--- src/rtl/srt_pkg.sv ---
// Shared types for the radix-4 SRT divider: quotient digit encoding and
// the on-the-fly converter state set.
package srt_pkg;

   typedef logic [2:0] qdigit_t;

   localparam qdigit_t QD_ZERO = 3'b000;
   localparam qdigit_t QD_P1   = 3'b001;
   localparam qdigit_t QD_P2   = 3'b010;
   localparam qdigit_t QD_M1   = 3'b111;
   localparam qdigit_t QD_M2   = 3'b110;

   typedef enum logic [1:0] {
      IDLE  = 2'd0,
      ACCUM = 2'd1,
      FINAL = 2'd2,
      DONE  = 2'd3
   } otf_state_t;

   // True for the five codes in {-2..+2}; 011/100/101 are illegal.
   function automatic logic qd_legal(input qdigit_t d);
      case (d)
         QD_ZERO, QD_P1, QD_P2, QD_M1, QD_M2: qd_legal = 1'b1;
         default:                             qd_legal = 1'b0;
      endcase
   endfunction

endpackage

--- src/rtl/srt_otf_step.sv ---
// One radix-4 on-the-fly conversion step: next Q/QM for a single signed digit.
// Purely combinational so two can be chained for a radix-16 variant.
module srt_otf_step
   import srt_pkg::*;
#(
   parameter int unsigned QW = 32
)
(
   input  logic [QW-1:0] q,
   input  logic [QW-1:0] qm,
   input  logic [2:0]    digit,
   output logic [QW-1:0] q_nxt_c,
   output logic [QW-1:0] qm_nxt_c,
   output logic          illegal_c
);

   logic [QW-1:0] q_sh;
   logic [QW-1:0] qm_sh;
   qdigit_t       d;
   logic [1:0]    lo;
   logic [1:0]    lo_m1;

   always_comb begin
      d         = digit;
      q_sh      = q << 2;
      qm_sh     = qm << 2;
      lo        = d[1:0];
      lo_m1     = 2'(lo - 2'd1);
      illegal_c = !qd_legal(d);
      // Zero (and illegal, treated as zero): Q appends 00, QM appends 11.
      q_nxt_c   = q_sh;
      qm_nxt_c  = qm_sh | QW'(2'b11);
      if (!illegal_c && (d != QD_ZERO)) begin
         // For negative digits 4+d and 3+d reduce mod 4 to lo and lo-1.
         if (d[2]) begin
            q_nxt_c  = qm_sh | QW'(lo);
            qm_nxt_c = qm_sh | QW'(lo_m1);
         end else begin
            q_nxt_c  = q_sh | QW'(lo);
            qm_nxt_c = q_sh | QW'(lo_m1);
         end
      end
   end

endmodule

--- src/rtl/srt_otf_conv.sv ---
// Radix-4 SRT on-the-fly quotient converter: accumulates NDIG signed digits
// into Q/QM, applies the negative-remainder correction, hands off the result.
module srt_otf_conv
   import srt_pkg::*;
#(
   parameter int unsigned NDIG = 16
)
(
   input  logic                clk,
   input  logic                rst,
   input  logic                start,
   input  logic                digit_valid,
   output logic                digit_ready,
   input  logic [2:0]          digit,
   input  logic                rem_valid,
   input  logic                rem_neg,
   output logic                q_valid,
   input  logic                q_ready,
   output logic [2*NDIG-1:0]   quotient,
   output logic                busy,
   output logic                err
);

   localparam int unsigned QW = 2 * NDIG;
   localparam int unsigned CW = (NDIG > 1) ? $clog2(NDIG) : 1;

   localparam logic [1:0] ST_IDLE  = 2'(IDLE);
   localparam logic [1:0] ST_ACCUM = 2'(ACCUM);
   localparam logic [1:0] ST_FINAL = 2'(FINAL);
   localparam logic [1:0] ST_DONE  = 2'(DONE);

   logic [1:0]    state, state_nxt;
   logic [QW-1:0] q, q_nxt;
   logic [QW-1:0] qm, qm_nxt;
   logic [CW-1:0] cnt, cnt_nxt;
   logic          err_nxt;
   logic          q_valid_nxt;
   logic [QW-1:0] quotient_nxt;

   logic [QW-1:0] step_q_c;
   logic [QW-1:0] step_qm_c;
   logic          step_illegal_c;

   srt_otf_step #(.QW(QW)) u_step (
      .q         (q),
      .qm        (qm),
      .digit     (digit),
      .q_nxt_c   (step_q_c),
      .qm_nxt_c  (step_qm_c),
      .illegal_c (step_illegal_c)
   );

   // State and datapath registers; status outputs decode the next state.
   always_ff @(posedge clk) begin
      if (rst) begin
         state       <= ST_IDLE;
         q           <= '0;
         qm          <= '1;
         cnt         <= '0;
         err         <= 1'b0;
         q_valid     <= 1'b0;
         quotient    <= '0;
         digit_ready <= 1'b0;
         busy        <= 1'b0;
      end else begin
         state       <= state_nxt;
         q           <= q_nxt;
         qm          <= qm_nxt;
         cnt         <= cnt_nxt;
         err         <= err_nxt;
         q_valid     <= q_valid_nxt;
         quotient    <= quotient_nxt;
         digit_ready <= (state_nxt == ST_ACCUM);
         busy        <= (state_nxt != ST_IDLE);
      end
   end

   // Next-state and datapath update.
   always_comb begin
      state_nxt    = state;
      q_nxt        = q;
      qm_nxt       = qm;
      cnt_nxt      = cnt;
      err_nxt      = err;
      q_valid_nxt  = q_valid;
      quotient_nxt = quotient;
      case (state)
         ST_IDLE: begin
            if (start) begin
               q_nxt     = '0;
               qm_nxt    = '1;
               cnt_nxt   = '0;
               err_nxt   = 1'b0;
               state_nxt = ST_ACCUM;
            end
         end
         ST_ACCUM: begin
            if (digit_valid) begin
               q_nxt   = step_q_c;
               qm_nxt  = step_qm_c;
               cnt_nxt = cnt + CW'(1);
               if (step_illegal_c) begin
                  err_nxt = 1'b1;
               end
               if (cnt == CW'(NDIG - 1)) begin
                  state_nxt = ST_FINAL;
               end
            end
         end
         ST_FINAL: begin
            if (rem_valid) begin
               quotient_nxt = rem_neg ? qm : q;
               q_valid_nxt  = 1'b1;
               state_nxt    = ST_DONE;
            end
         end
         ST_DONE: begin
            if (q_ready) begin
               q_valid_nxt = 1'b0;
               state_nxt   = ST_IDLE;
            end
         end
         default: begin
            state_nxt = ST_IDLE;
         end
      endcase
   end

endmodule

--- config.mk ---
export PLATFORM = sky130hd
export DESIGN_NAME = srt_otf_conv
export DESIGN_NICKNAME = d
export VERILOG_FILES = /design/src/rtl/srt_pkg.sv /design/src/rtl/srt_otf_step.sv /design/src/rtl/srt_otf_conv.sv
export SDC_FILE = /design/constraint.sdc
export NUM_CORES = 1
export LEC_CHECK = 0
export CORE_MARGIN = 3
export CORE_UTILIZATION = 55
export DETAILED_ROUTE_END_ITERATION = 8
export PLACE_DENSITY = 0.77
export SLEW_MARGIN = 20
export SYNTH_ARGS = -nofsm -noshare
export SYNTH_HDL_FRONTEND = slang
export SYNTH_HIERARCHICAL = 1
export SYNTH_SLANG_ARGS = --single-unit
--- constraint.sdc ---
create_clock -name clk -period 2.5 [get_ports clk]
set_clock_uncertainty 0.2 [all_clocks]
set_input_delay 0.375 -clock clk [delete_from_list [all_inputs] [get_ports clk]]
set_output_delay 0.375 -clock clk [all_outputs]
set_load 0.05 [all_outputs]
==> out/summary.txt <==
========================================================================================================
Outcome                                                                                     finished, final reports clean
Layout cell share with drive strength beyond 1                                                     0.195
Placed cell count                                                                                    621
Final Max Tran Viols                                                                                   0
Least-Margin Pin Slew                                                                           0.692 ns
Proportion of synthesized flip-flops having asynchronous set or reset                                  0
Total power draw                                                                                 3.23 mW
Vias in the first global route                                                                      3901
Syn. warnings                                                                                          6
Gates resized, CTS repair                                                                              0
Initial antenna violation count                                                                        0
I/O pins                                                                                              46
Count of antenna diodes in the layout                                                                  0
Number of DRC violations after detailed routing                                                        0
Most frequent cell after synthesis                                                          sky130_fd_sc_hd__dfxtp_1
Area of the core                                                                                8890 um2
Slew headroom                                                                                      0.539
Clock Tree Buf Depth                                                                                   2
Post-Syn Area per Cell                                                                          10.1 um2
Largest net degree at the start of global routing                                                     48
Remaining antenna violation count                                                                      0
Number of clock sinks seen by CTS                                                                    106
Cell area after synthesis                                                                       5110 um2
Portion of total power attributed to the clock network                                             0.332
Critical path type                                                                             in -> reg
Signed area change from the synthesized netlist to the final layout                                12.7%
Die Footprint                                                                                  10500 um2
DR iter-0 viols                                                                                      316
Clk Latency, worst-skew pair                                                                     0.36 ns
P_sw                                                                                            0.853 mW
Portion of synthesized cell area occupied by the leading cell type                                 0.415
Achievable clock frequency                                                                       415 MHz
Via count                                                                                           4080
CTS tree                                                                                           built
CP required                                                                                      2.57 ns
Gr ovfl total                                                                                          0
Worst-case setup slack after placement                                                         -0.298 ns
CP endpoint kind                                                                                register
Synth cell count leaders                                                                    sky130_fd_sc_hd__dfxtp_1, sky130_fd_sc_hd__mux2_2, sky130_fd_sc_hd__a21oi_1, sky130_fd_sc_hd__nor2_1, sky130_fd_sc_hd__o21ai_0
Post-CTS clock slew at the launch and capture registers of the worst setup and hold paths        0.10 ns
Final Cycle Share                                                                                  0.964
Dpl cell area                                                                                   5560 um2
Number of input and output port buffers inserted                                                      45
Ranking of synthesized cells by area                                                        sky130_fd_sc_hd__dfxtp_1, sky130_fd_sc_hd__mux2_2, sky130_fd_sc_hd__mux2i_1
CP Data Arrival Time                                                                             2.48 ns
Sequential share of the synthesized area                                                           0.415
Routability-driven placement congestion ratio                                                      0.759
Post-synth EDFFs                                                                                       0
Part of the total power dissipated in combinational logic                                          0.126
Die height                                                                                        102 um
Number of library cell types mapped by synthesis                                                      39
Switching part of the total                                                                        0.264
Initial Util                                                                                       0.575
Post-Syn Instances                                                                                   505
Max capacitance violation total                                                                        0
Net count of the mapped netlist                                                                      520
Chip Width                                                                                        102 um
Type of the most critical hold path                                                           reg -> reg
Worst Hold Slack                                                                                0.285 ns
Final Hold Viols                                                                                       0
Worst supply voltage drop on vdd                                                                0.266 mV
Time the worst path needs with I/O delays and setup                                              2.41 ns
Seq cells post-synth                                                                                 106
Wire length of the first global-routing pass                                                    18900 um
Critical Path Source Type                                                                   primary input
Biggest area consumer among synthesized cells                                               sky130_fd_sc_hd__dfxtp_1
Number of nets in the finished design                                                                539
Total Negative Setup Slacks                                                                         0 ns
Internal power component                                                                         2.37 mW
Summed area of non-filler cells in the final layout                                             5760 um2
Setup repair after global routing missed its margin                                                false
Via-per-instance ratio                                                                              6.41
Length of the first detailed-routing pass in iterations                                                6
Setup ws final                                                                                 0.0898 ns
CTS Buf Count                                                                                          9
Post-CTS setup buffer count                                                                            0
Cell Rows                                                                                             34
Max FO, Critical Path                                                                                  4
H-tree depth                                                                                           3
Final wirelength                                                                                11500 um
Primary FF master, synth                                                                    sky130_fd_sc_hd__dfxtp_1
Final setup vio count                                                                                  0
Average detailed-routed wire length per instance                                                 18.1 um
Leakage dissipation                                                                              1.95 nW
# hold bufs at CTS                                                                                     0
Fraction of power consumed by sequential logic                                                     0.542
Post-route core utilization                                                                        0.648
Root Buffer                                                                                 sky130_fd_sc_hd__clkbuf_8
Layout Cells excl Fill                                                                               637
Power per standard cell area                                                                  560 nW/um2
Total GRT Usage                                                                                    0.225
HPWL after detailed placement                                                                    6900 um
========================================================================================================
layout make-up:
cell class	instances	area [um2]
tap	108	135
timing repair buffer	65	616
inverter	4	15.0
multi-input combinational	338	2670
sequential	106	2120
fill	751	3130
clock buffer	9	124
clock inverter	7	78.8
cell families after synthesis:
| logic type | count (synthesis) | synth area share |
|---|---|---|
| mux | 93 | 0.199 |
| compound gates | 151 | 0.202 |
| fa+ha+maj | 5 | 0.0122 |
| buf+inv | 61 | 0.0636 |
| simple gates | 89 | 0.108 |
| flops | 106 | 0.415 |
critical path, cell delays in order:
cell	delay, ns
sky130_fd_sc_hd__clkdlybuf4s50_1	0.53
sky130_fd_sc_hd__inv_1	0.08
sky130_fd_sc_hd__ha_1	0.22
sky130_fd_sc_hd__nor3_4	0.22
sky130_fd_sc_hd__mux2_2	0.35
sky130_fd_sc_hd__or4b_1	0.51
sky130_fd_sc_hd__a21o_1	0.18
power by group through the flow:
| stage | registers (mW) | clock network [mW] | logic (mW) |
|---|---|---|---|
| 3_3_place_gp | 1.79 | 0 | 0.394 |
| 6_report | 1.75 | 1.07 | 0.405 |
| 2_1_floorplan | 1.79 | 0 | 0.298 |
| 5_1_grt | 1.75 | 1.15 | 0.437 |
| 3_5_place_dp | 1.79 | 0 | 0.402 |
| 4_1_cts | 1.75 | 1.10 | 0.404 |
flip-flops by register name, indices dropped and copies added, names as in the netlist:
register / count
qm: 32
err: 1
busy: 1
digit_ready: 1
quotient: 32
state: 2
q: 32
cnt: 4
q_valid: 1
final timing paths:
kind / from / end / slack, ns / cells after the start
hold / removal: q[31] / q[31] / 0.28 / 2
setup reg to reg: state[1] / quotient[3] / 0.44 / 4
setup / recovery: digit[1] / qm[31] / 0.09 / 7
hold reg to reg: q[31] / q[31] / 0.28 / 2
layout by cell type (no fill, tap or decap), types with 2 or more instances in the layout:
cell type	count
sky130_fd_sc_hd__a211oi_1	32
sky130_fd_sc_hd__a21oi_1	38
sky130_fd_sc_hd__a221o_1	31
sky130_fd_sc_hd__buf_12	2
sky130_fd_sc_hd__buf_2	2
sky130_fd_sc_hd__buf_4	18
sky130_fd_sc_hd__clkbuf_8	9
sky130_fd_sc_hd__clkdlybuf4s50_1	43
sky130_fd_sc_hd__clkinv_4	4
sky130_fd_sc_hd__dfxtp_1	105
sky130_fd_sc_hd__ha_1	5
sky130_fd_sc_hd__inv_1	4
sky130_fd_sc_hd__mux2_1	2
sky130_fd_sc_hd__mux2_2	58
sky130_fd_sc_hd__mux2i_1	32
sky130_fd_sc_hd__nand2_1	3
sky130_fd_sc_hd__nand3_1	2
sky130_fd_sc_hd__nand3b_1	2
sky130_fd_sc_hd__nand4b_1	33
sky130_fd_sc_hd__nor2_1	38
sky130_fd_sc_hd__nor3_1	2
sky130_fd_sc_hd__o21a_1	4
sky130_fd_sc_hd__o21ai_0	36
sky130_fd_sc_hd__o31ai_1	2
sky130_fd_sc_hd__or4_1	2
metal layers:
layer  vias to the layer above  routed length, um  GRT usage
met4                         0                147     0.0636
met3                        16                407     0.0280
li1                       1951                  -          -
met5                         -                  0          0
met2                       104               5700      0.371
met1                      2009               5280      0.310
(Power assumes the default switching activity.)
